--- src/rtl/hazard_stall_ctrl_if.sv ---
// Pipeline sequencing bus between the core datapath and hazard_stall_ctrl.
//   master: datapath side; drives ID/EX hazard info and reads stall controls.
//   slave : controller side; reads hazard info and drives stall controls.
// Signals:
//   id_rs, id_rt, id_uses_rt           - source operands of the ID instruction
//   ex_memread, ex_rt                  - load in EX and its destination
//   id_branch_taken, id_jump           - control-flow redirect resolved in ID
//   mc_start, mc_cycles                - multi-cycle EX op entry and its length
//   pc_ld, ifid_ld, ifid_flush         - fetch-side controls
//   idex_bubble, ex_hold               - execute-side controls
//   ctrl_state, stall_cnt              - debug visibility
interface hazard_stall_ctrl_if #(
  parameter int unsigned REG_W = 5,
  parameter int unsigned CNT_W = 16
);
  logic [REG_W-1:0] id_rs;
  logic [REG_W-1:0] id_rt;
  logic             id_uses_rt;
  logic             ex_memread;
  logic [REG_W-1:0] ex_rt;
  logic             id_branch_taken;
  logic             id_jump;
  logic             mc_start;
  logic [3:0]       mc_cycles;
  logic             pc_ld;
  logic             ifid_ld;
  logic             ifid_flush;
  logic             idex_bubble;
  logic             ex_hold;
  logic [1:0]       ctrl_state;
  logic [CNT_W-1:0] stall_cnt;

  modport master (
    output id_rs, id_rt, id_uses_rt, ex_memread, ex_rt, id_branch_taken, id_jump,
           mc_start, mc_cycles,
    input  pc_ld, ifid_ld, ifid_flush, idex_bubble, ex_hold, ctrl_state, stall_cnt
  );

  modport slave (
    input  id_rs, id_rt, id_uses_rt, ex_memread, ex_rt, id_branch_taken, id_jump,
           mc_start, mc_cycles,
    output pc_ld, ifid_ld, ifid_flush, idex_bubble, ex_hold, ctrl_state, stall_cnt
  );
endinterface

--- src/rtl/hazard_stall_ctrl.sv ---
// Pipeline sequencing controller for the 5-stage MIPS core.
// Resolves load-use hazards, taken branches/jumps and multi-cycle EX operations,
// and counts cycles in which the PC was stalled (saturating).
// Ports:
//   clk   - clock, rising edge
//   rst_n - asynchronous active-low reset; forces all controls low while asserted
//   io_hz - hazard_stall_ctrl_if slave modport (hazard inputs, stall controls, debug)
// Parameters:
//   REG_W      - register-specifier width
//   BR_PENALTY - cycles IF/ID is flushed after a taken branch or jump (1..7)
//   CNT_W      - stall-cycle counter width
module hazard_stall_ctrl #(
  parameter int unsigned REG_W      = 5,
  parameter int unsigned BR_PENALTY = 1,
  parameter int unsigned CNT_W      = 16
) (
  input logic                 clk,
  input logic                 rst_n,
  hazard_stall_ctrl_if.slave  io_hz
);

  typedef enum logic [1:0] {
    StRun     = 2'd0,
    StBrFlush = 2'd1,
    StMcWait  = 2'd2
  } state_e;

  localparam logic [2:0] FlInit = 3'(BR_PENALTY - 1);

  state_e           r_state, w_state_d;
  logic [3:0]       r_mc_cnt, w_mc_cnt_d;
  logic [2:0]       r_fl_cnt, w_fl_cnt_d;
  logic [CNT_W-1:0] r_stall_cnt;

  logic [REG_W-1:0] w_id_rs, w_id_rt, w_ex_rt;
  logic             w_lu, w_mc_go, w_redirect;
  logic             w_pc_ld, w_ifid_ld, w_ifid_flush, w_idex_bubble, w_ex_hold;

  assign w_id_rs = io_hz.id_rs;
  assign w_id_rt = io_hz.id_rt;
  assign w_ex_rt = io_hz.ex_rt;

  // A load into $0 never creates a real dependency.
  assign w_lu = io_hz.ex_memread & (w_ex_rt != '0) &
                ((w_ex_rt == w_id_rs) | (io_hz.id_uses_rt & (w_ex_rt == w_id_rt)));
  assign w_mc_go    = io_hz.mc_start & (io_hz.mc_cycles != 4'd0);
  assign w_redirect = io_hz.id_branch_taken | io_hz.id_jump;

  always_comb begin
    w_state_d     = r_state;
    w_mc_cnt_d    = r_mc_cnt;
    w_fl_cnt_d    = r_fl_cnt;
    w_pc_ld       = 1'b0;
    w_ifid_ld     = 1'b0;
    w_ifid_flush  = 1'b0;
    w_idex_bubble = 1'b0;
    w_ex_hold     = 1'b0;

    case (r_state)
      StRun: begin
        if (w_mc_go) begin
          // Branch in ID is simply held in IF/ID and re-evaluated once EX frees up.
          w_ex_hold = 1'b1;
          if (io_hz.mc_cycles > 4'd1) begin
            w_mc_cnt_d = io_hz.mc_cycles - 4'd1;
            w_state_d  = StMcWait;
          end
        end else if (w_lu) begin
          // Branch operands are not valid yet, so the redirect is not taken now.
          w_idex_bubble = 1'b1;
        end else if (w_redirect) begin
          w_pc_ld      = 1'b1;
          w_ifid_ld    = 1'b1;
          w_ifid_flush = 1'b1;
          if (BR_PENALTY > 1) begin
            w_fl_cnt_d = FlInit;
            w_state_d  = StBrFlush;
          end
        end else begin
          w_pc_ld   = 1'b1;
          w_ifid_ld = 1'b1;
        end
      end
      StMcWait: begin
        w_ex_hold  = 1'b1;
        w_mc_cnt_d = r_mc_cnt - 4'd1;
        if (r_mc_cnt <= 4'd1) w_state_d = StRun;
      end
      StBrFlush: begin
        // Everything fetched here is wrong-path, so redirects and hazards are ignored.
        w_pc_ld      = 1'b1;
        w_ifid_ld    = 1'b1;
        w_ifid_flush = 1'b1;
        w_fl_cnt_d   = r_fl_cnt - 3'd1;
        if (r_fl_cnt <= 3'd1) w_state_d = StRun;
      end
      default: w_state_d = StRun;
    endcase

    if (!rst_n) begin
      w_pc_ld       = 1'b0;
      w_ifid_ld     = 1'b0;
      w_ifid_flush  = 1'b0;
      w_idex_bubble = 1'b0;
      w_ex_hold     = 1'b0;
    end
  end

  always_ff @(posedge clk or negedge rst_n) begin
    if (!rst_n) begin
      r_state  <= StRun;
      r_mc_cnt <= 4'd0;
      r_fl_cnt <= 3'd0;
    end else begin
      r_state  <= w_state_d;
      r_mc_cnt <= w_mc_cnt_d;
      r_fl_cnt <= w_fl_cnt_d;
    end
  end

  always_ff @(posedge clk or negedge rst_n) begin
    if (!rst_n) begin
      r_stall_cnt <= '0;
    end else if (!w_pc_ld && (r_stall_cnt != {CNT_W{1'b1}})) begin
      r_stall_cnt <= r_stall_cnt + {{(CNT_W-1){1'b0}}, 1'b1};
    end
  end

  assign io_hz.pc_ld       = w_pc_ld;
  assign io_hz.ifid_ld     = w_ifid_ld;
  assign io_hz.ifid_flush  = w_ifid_flush;
  assign io_hz.idex_bubble = w_idex_bubble;
  assign io_hz.ex_hold     = w_ex_hold;
  assign io_hz.ctrl_state  = rst_n ? r_state : StRun;
  assign io_hz.stall_cnt   = r_stall_cnt;

endmodule

--- src/flat_wrapper.sv ---
// flat-port wrapper written by rule: the top's interface ports become plain ports
module hazard_stall_ctrl_flat 
#(
  parameter int unsigned REG_W      = 5,
  parameter int unsigned BR_PENALTY = 1,
  parameter int unsigned CNT_W      = 16
)
  (clk, rst_n, io_hz_id_rs, io_hz_id_rt, io_hz_id_uses_rt, io_hz_ex_memread, io_hz_ex_rt, io_hz_id_branch_taken, io_hz_id_jump, io_hz_mc_start, io_hz_mc_cycles, io_hz_pc_ld, io_hz_ifid_ld, io_hz_ifid_flush, io_hz_idex_bubble, io_hz_ex_hold, io_hz_ctrl_state, io_hz_stall_cnt);
  hazard_stall_ctrl_if #(.REG_W(REG_W), .CNT_W(CNT_W)) io_hz_i ();
  input logic clk;
  input logic rst_n;
  input wire logic [$bits(io_hz_i.id_rs)-1:0] io_hz_id_rs;
  input wire logic [$bits(io_hz_i.id_rt)-1:0] io_hz_id_rt;
  input wire logic [$bits(io_hz_i.id_uses_rt)-1:0] io_hz_id_uses_rt;
  input wire logic [$bits(io_hz_i.ex_memread)-1:0] io_hz_ex_memread;
  input wire logic [$bits(io_hz_i.ex_rt)-1:0] io_hz_ex_rt;
  input wire logic [$bits(io_hz_i.id_branch_taken)-1:0] io_hz_id_branch_taken;
  input wire logic [$bits(io_hz_i.id_jump)-1:0] io_hz_id_jump;
  input wire logic [$bits(io_hz_i.mc_start)-1:0] io_hz_mc_start;
  input wire logic [$bits(io_hz_i.mc_cycles)-1:0] io_hz_mc_cycles;
  output wire logic [$bits(io_hz_i.pc_ld)-1:0] io_hz_pc_ld;
  output wire logic [$bits(io_hz_i.ifid_ld)-1:0] io_hz_ifid_ld;
  output wire logic [$bits(io_hz_i.ifid_flush)-1:0] io_hz_ifid_flush;
  output wire logic [$bits(io_hz_i.idex_bubble)-1:0] io_hz_idex_bubble;
  output wire logic [$bits(io_hz_i.ex_hold)-1:0] io_hz_ex_hold;
  output wire logic [$bits(io_hz_i.ctrl_state)-1:0] io_hz_ctrl_state;
  output wire logic [$bits(io_hz_i.stall_cnt)-1:0] io_hz_stall_cnt;
  assign io_hz_i.id_rs = io_hz_id_rs;
  assign io_hz_i.id_rt = io_hz_id_rt;
  assign io_hz_i.id_uses_rt = io_hz_id_uses_rt;
  assign io_hz_i.ex_memread = io_hz_ex_memread;
  assign io_hz_i.ex_rt = io_hz_ex_rt;
  assign io_hz_i.id_branch_taken = io_hz_id_branch_taken;
  assign io_hz_i.id_jump = io_hz_id_jump;
  assign io_hz_i.mc_start = io_hz_mc_start;
  assign io_hz_i.mc_cycles = io_hz_mc_cycles;
  assign io_hz_pc_ld = io_hz_i.pc_ld;
  assign io_hz_ifid_ld = io_hz_i.ifid_ld;
  assign io_hz_ifid_flush = io_hz_i.ifid_flush;
  assign io_hz_idex_bubble = io_hz_i.idex_bubble;
  assign io_hz_ex_hold = io_hz_i.ex_hold;
  assign io_hz_ctrl_state = io_hz_i.ctrl_state;
  assign io_hz_stall_cnt = io_hz_i.stall_cnt;
  hazard_stall_ctrl #(.REG_W(REG_W), .BR_PENALTY(BR_PENALTY), .CNT_W(CNT_W)) u_core (.clk(clk), .rst_n(rst_n), .io_hz(io_hz_i));
endmodule
--- config.mk ---
export PLATFORM = sky130hd
export DESIGN_NAME = hazard_stall_ctrl_flat
export DESIGN_NICKNAME = d
export VERILOG_FILES = /design/src/rtl/hazard_stall_ctrl_if.sv /design/src/rtl/hazard_stall_ctrl.sv /design/src/flat_wrapper.sv
export SDC_FILE = /design/constraint.sdc
export NUM_CORES = 1
export LEC_CHECK = 0
export ABC_CLOCK_PERIOD_IN_PS = 4300
export BUFFER_PORTS_ARGS = -buffer_cell sky130_fd_sc_hd__buf_2
export CAP_MARGIN = 20
export CORE_MARGIN = 3
export CORE_UTILIZATION = 36
export DETAILED_ROUTE_END_ITERATION = 8
export HOLD_SLACK_MARGIN = 0.02
export SYNTH_ARGS = -nofsm -noshare
export SYNTH_HDL_FRONTEND = slang
export SYNTH_SLANG_ARGS = --single-unit
--- constraint.sdc ---
create_clock -name clk -period 4.3 [get_ports clk]
set_clock_uncertainty 0.15 [all_clocks]
set_input_delay 0.86 -clock clk [delete_from_list [all_inputs] [get_ports clk]]
set_output_delay 0.86 -clock clk [all_outputs]
set_load 0.02 [all_outputs]
Word-level counts from Yosys, hierarchy flattened --
Index checks and enable logic that the tools add are counted. W data, S select, Z words.
Word-level totals: input bits 26, register bits 25, output and inout bits 23
Operators by class: multiplexer cells 25, bitwise operators 6, magnitude comparators 3, add/sub/neg operators 4, reduce and logical (&&, ||, !) cells 8, eq/ne operators 9
Operator list (number):
- $add A16 B1 Y16 const B | 1
- $ne A16 B16 Y1 const B | 1
- $mux W1 | 13
- $eq A5 B5 Y1 | 2
- $mux W2 | 5
- $mux W4 | 2
- $ne A2 B1 Y1 const B | 4
- $pmux W4 S2 | 1
- $sub A4 B1 Y4 const B | 2
- $pmux W1 S2 | 3
- $pmux W2 S3 | 1
- $reduce_bool A5 Y1 | 1
- $and A1 B1 Y1 | 4
- $gt A4 B1 Y1 const B | 1
- $le A4 B1 Y1 const B | 1
- $reduce_and A4 Y1 | 1
- $reduce_bool A4 Y1 | 1
- $le A3 B1 Y1 const B | 1
- $reduce_and A3 Y1 | 1
- $sub A3 B1 Y3 const B | 1
- $eq A2 B1 Y1 const B | 1
- $eq A2 B2 Y1 const B | 1
- $logic_not A2 Y1 | 1
- $or A1 B1 Y1 | 2
- other kinds (3) | 3

Longest topological paths before layout --
depth after elaboration 10, gate-level depth with buffers 9, gate-level depth less buffers 8

Worst setup path before layout --
OpenSTA, ideal clock, no wires.
path type in2out, start point in io_hz_mc_cycles[1], end point out io_hz_ifid_flush, required time 3.290 ns, stages on the path 8, arrival time 2.410 ns, setup slack 0.880 ns, path through inv_1 > ha_1 > or3b_1 > a21oi_1 > nand2_1 > a21oi_4 > buf_6 > o21a_1
On the way: longest elaborated chain between the ends 5
Ends and longest elaborated chain:
- from (decl) | RTL line flat_wrapper.sv:20 | input wire logic [$bits(io_hz_i.mc_cycles)-1:0] io_hz_mc_cycles;
- $reduce_bool A4 Y1 | RTL line hazard_stall_ctrl.sv:46 | assign w_mc_go = io_hz.mc_start & (io_hz.mc_cycles != 4'd0);
- $and A1 B1 Y1 | RTL line hazard_stall_ctrl.sv:46
- $mux W1 | RTL line hazard_stall_ctrl.sv:61 | if (w_mc_go) begin
- $pmux W1 S2 | RTL line hazard_stall_ctrl.sv:59 | case (r_state)
- $mux W1 | RTL line hazard_stall_ctrl.sv:100 | if (!rst_n) begin
- to (decl) | RTL line flat_wrapper.sv:23 | output wire logic [$bits(io_hz_i.ifid_flush)-1:0] io_hz_ifid_flush;
No other way between the ends.

Final worst setup path --
start point in io_hz_mc_cycles[0], end point out io_hz_ifid_flush
Same word-level chain as after synthesis.

==> out/qor.log <==
INFO  sta            hold_viol_final=0
INFO  yosys          fraction_of_synthesized_cell_area_in_xor_and_xnor_cells=16.93%
INFO  sta            finalMaxSlewViolations=0
INFO  setup_path     reg2reg_to=u_core.io_hz.stall_cnt[9]$_DFFE_PN0P_
INFO  cts            ctsRootBufferMaster=sky130_fd_sc_hd__clkbuf_8
INFO  drt            detailroute.via_count=1159
INFO  global_route   grt_antenna_before_repair=0
INFO  cts            tritoncts=done
INFO  yosys          post_synth_fa_ha_maj_area_fraction=4.651%
INFO  yosys          synth_cells=137
INFO  sta            hold_ws=0.3415ns
INFO  job            cap_viol_max_count=0
INFO  cells_and_area multi_input_combinational_cell_area=758.2squm
INFO  global_route   grt.total_usage=13.66%
INFO  setup_path     critical_path_arrival=2.40ns
INFO  yosys          synthesis.area=0.001345sqmm
INFO  placed_design  placer_congestion=0.7364
INFO  cells_and_area seq_area=525.5squm
INFO  sta            setup_violations=0
INFO  drt            wl_per_cell=12.39microns
INFO  cts            postCtsResizedCells=0
INFO  placed_design  dpl.hpwl=2.253mm
INFO  setup_path     worst_setup_ep_type=output port
INFO  floorplan      die_w=67.13microns
INFO  yosys          ys_types=42
INFO  power          switching_share=41.76%
INFO  power          switchingPower=369.3uW
INFO  yosys          yosys.area_share.simple=23.07%
INFO  drt            post-route-drc-count=0
INFO  cts            clkSlewWorstSetupHoldPaths=0.07ns
INFO  power          power.clock.fraction=14.5%
INFO  cells_and_area area_delta_synth_final=23.63%
INFO  global_route   grt_first_pass_wirelength=4.719mm
INFO  hold_path      hold_path_depth=1
INFO  cells_and_area antennaDiodeCount=0
INFO  cts            cts_inserted_buffers=3
INFO  yosys          synthesis.nets=168
INFO  sta            setup_tns=0ns
INFO  floorplan      die_h=67.13microns
INFO  power          leakagePower=0.0007809uW
INFO  setup_path     setup.worst_path.start_class=input port
INFO  yosys          area_fraction_in_compound_gates_after_synthesis=8.744%
INFO  drt            first_iter_violations=30
INFO  yosys          dominantRegCellSynth=sky130_fd_sc_hd__dfrtp_1
INFO  yosys          main_combinational_cell_family_by_area_after_synthesis=simple AND/OR/NAND/NOR gates
INFO  sta            layout_min_cycle_time=3.410ns
INFO  sta            timing.final.crit_share=79.30%
INFO  drt            first_pass_iters=4
INFO  cells_and_area fill_cells=346
INFO  cells_and_area postLayoutCoreUtil=47.94%
INFO  global_route   first_global_vias=1108
INFO  cells_and_area post_route_cells_drive_above_1_share=32.43%
INFO  sta            timing_worst_slew_pin_value=0.7343ns
INFO  setup_path     reg2reg_slack=1.52ns
INFO  placed_design  number_of_buffers_added_on_ports=47
INFO  setup_path     worst_path_largest_cell_delay=0.36ns
INFO  setup_path     worst_reg_to_reg_cells=8
INFO  power          vdd.ir_drop.worst=0.0002540V
INFO  placed_design  worst_slack_at_placement=0.8636ns
INFO  setup_path     regToRegStartpoint=u_core.io_hz.stall_cnt[0]$_DFFE_PN0P_
INFO  setup_path     critPathKind=in -> out
INFO  cts            htree_num_levels=1
INFO  cts            setup_bufs_post_cts=0
INFO  yosys          synth_seq_cells=21
INFO  sta            grt_setup_unrepaired=false
INFO  yosys          synth_seq_area_share=39.07%
INFO  status         status=finished clean
INFO  placed_design  dpl-instance-area=0.001618sqmm
INFO  yosys          synth-warning-count=0
INFO  floorplan      floorplan.initialDensity=38.78%
INFO  setup_path     worstPathCellList=buf_2 > inv_1 > ha_1 > or3b_1 > a21oi_1 > nand2_1 > a21oi_4 > o21a_1 > buf_2
INFO  global_route   largest_net_degree_at_the_start_of_global_routing=25
INFO  sta            setup_ws=0.8902ns
INFO  floorplan      io_pins=49
INFO  power          cell_internal_pwr=515.1uW
INFO  cts            cts_num_sinks=21
INFO  yosys          postSynthAreaPerCell=9.818squm
INFO  global_route   overflow=0
INFO  setup_path     required=3.29ns
INFO  setup_path     crit_top_cell=sky130_fd_sc_hd__buf_2
INFO  cts            cts.path.max_buffers=2
INFO  cts            worstSkewPairLatency=0.25ns
INFO  setup_path     critPathSlowestCell=sky130_fd_sc_hd__or3b_1
INFO  hold_path      hold_end=u_core.io_hz.stall_cnt[11]$_DFFE_PN0P_
INFO  floorplan      row_count=21
INFO  drt            route.final.wire_length=2.863mm
INFO  power          share_seq_of_total_power=41.6%
INFO  yosys          synth_edf_count=0
INFO  drt            avgViaCountPerCell=5.017
INFO  cts            cts_hold_repair.buffers=0
INFO  cells_and_area final_standard_cell_area_without_fillers=0.001663sqmm
INFO  hold_path      holdCritStartpoint=u_core.io_hz.stall_cnt[11]$_DFFE_PN0P_
INFO  sta            f_max=293.3MHz
INFO  drt            postRouteAntennaNets=0
INFO  hold_path      min_path_type=reg -> reg
INFO  floorplan      floorplan.die_area=0.004506sqmm
INFO  yosys          muxShareOfSynthArea=2.698%
INFO  setup_path     path_max_fanout=4
INFO  yosys          synth_async_sr_flop_share=100.0%
INFO  floorplan      placeableCoreArea=0.003468sqmm
INFO  cells_and_area nets=217
INFO  power          comb_power_share=44.0%
INFO  sta            relSlewSlack=50.59%
INFO  power          power_density=531.9mW/mm^2
-- metrics by stage --
step / instances / total power, uW
after floorplan: 137 / 643.9
after global placement: 227 / 756.1
after detailed placement: 227 / 766.4
after CTS: 231 / 897.5
after global routing: 231 / 962.0
final: 231 / 884.5
-- per-layer routing --
| layer | part of all wire [%] | GRT usage, % | up-vias |
|---|---|---|---|
| met3 | 8.4 | 2.530 | 2 |
| li1 | - | - | 571 |
| met2 | 47 | 23.07 | 36 |
| met1 | 44 | 17.12 | 550 |
| met5 | 0 | 0 | - |
| met4 | 0.49 | 5.316 | 0 |
-- power groups by stage --
stage	sequential (uW)	clock [uW]	combinational [uW]
after floorplan	409	0	235
after global placement	368	0	388
after detailed placement	371	0	395
after CTS	369	132	397
after global routing	384	145	432
final	368	128	389
-- cell usage after synthesis (2+ instances only) --
master | instances | area, sq um
sky130_fd_sc_hd__nor4_1 | 4 | 25.02
sky130_fd_sc_hd__nor4b_2 | 2 | 30.03
sky130_fd_sc_hd__nor2_1 | 5 | 18.77
sky130_fd_sc_hd__nand2_1 | 12 | 45.04
sky130_fd_sc_hd__nor3b_1 | 2 | 15.01
sky130_fd_sc_hd__ha_1 | 5 | 62.56
sky130_fd_sc_hd__dfrtp_1 | 21 | 525.5
sky130_fd_sc_hd__nor3_1 | 10 | 50.05
sky130_fd_sc_hd__xnor2_1 | 12 | 105.1
sky130_fd_sc_hd__a21oi_1 | 4 | 20.02
sky130_fd_sc_hd__buf_4 | 2 | 15.01
sky130_fd_sc_hd__nand4_1 | 2 | 12.51
sky130_fd_sc_hd__o21a_1 | 2 | 15.01
sky130_fd_sc_hd__inv_1 | 7 | 26.28
sky130_fd_sc_hd__o21ai_0 | 4 | 20.02
sky130_fd_sc_hd__nand3_1 | 4 | 20.02
sky130_fd_sc_hd__xor2_1 | 14 | 122.6
-- registers in the layout (all words and copies together) (netlist names) --
register,count
u_core.io_hz.stall_cnt,16
u_core.r_mc_cnt,4
u_core.r_state,1
-- cell usage in the layout (no fill, tap or decap), types with 5 or more instances in the layout --
master	synthesis	layout
sky130_fd_sc_hd__buf_2	1	47
sky130_fd_sc_hd__inv_1	7	7
sky130_fd_sc_hd__xor2_1	14	14
sky130_fd_sc_hd__xnor2_1	12	12
sky130_fd_sc_hd__nor3_1	10	10
sky130_fd_sc_hd__nand2_1	12	12
sky130_fd_sc_hd__nor2_1	5	5
sky130_fd_sc_hd__ha_1	5	5
sky130_fd_sc_hd__dfrtp_1	21	21
-- area by class of cell --
type | instances | share of cell area (%)
Sequential cell | 21 | 31.60
Inverter | 7 | 1.580
Tap cell | 46 | 3.461
Clock buffer | 4 | 2.709
Timing Repair Buffer | 49 | 15.05
Multi-Input combinational cell | 104 | 45.60
-- critical path, delay by kind of cell --
kind                       cells  cell delay, ns
adders and majority gates      1            0.19
and+or+nand+nor                2            0.49
AOI/OAI and AO/OA              3            0.52
buffers and inverters          3            0.33
-- kinds of logic (layout without fill, tap and decap cells) --
logic type | Yosys count | in the layout
DFF | 21 | 21
and+or+nand+nor | 53 | 53
xor gates and xnor gates | 26 | 26
buffers and inverters | 12 | 60
AOI/OAI and AO/OA | 16 | 16
other | 1 | 1
adders and majority gates | 5 | 5
muxes | 3 | 3
-- how the worst max path moves through the flow --
stage,to,depth (start not counted),slack (ns),start
3_3_place_gp,io_hz_ifid_flush,9,0.92,io_hz_mc_cycles[0]
6_report,io_hz_ifid_flush,9,0.89,io_hz_mc_cycles[0]
3_5_place_dp,io_hz_ifid_flush,9,0.86,io_hz_mc_cycles[0]
4_1_cts,io_hz_ifid_flush,9,0.86,io_hz_mc_cycles[0]
2_1_floorplan,io_hz_ifid_flush,8,0.88,io_hz_mc_cycles[1]
5_1_grt,io_hz_ifid_flush,9,0.77,io_hz_mc_cycles[0]
Note: power is estimated with default switching activity, not from simulation.
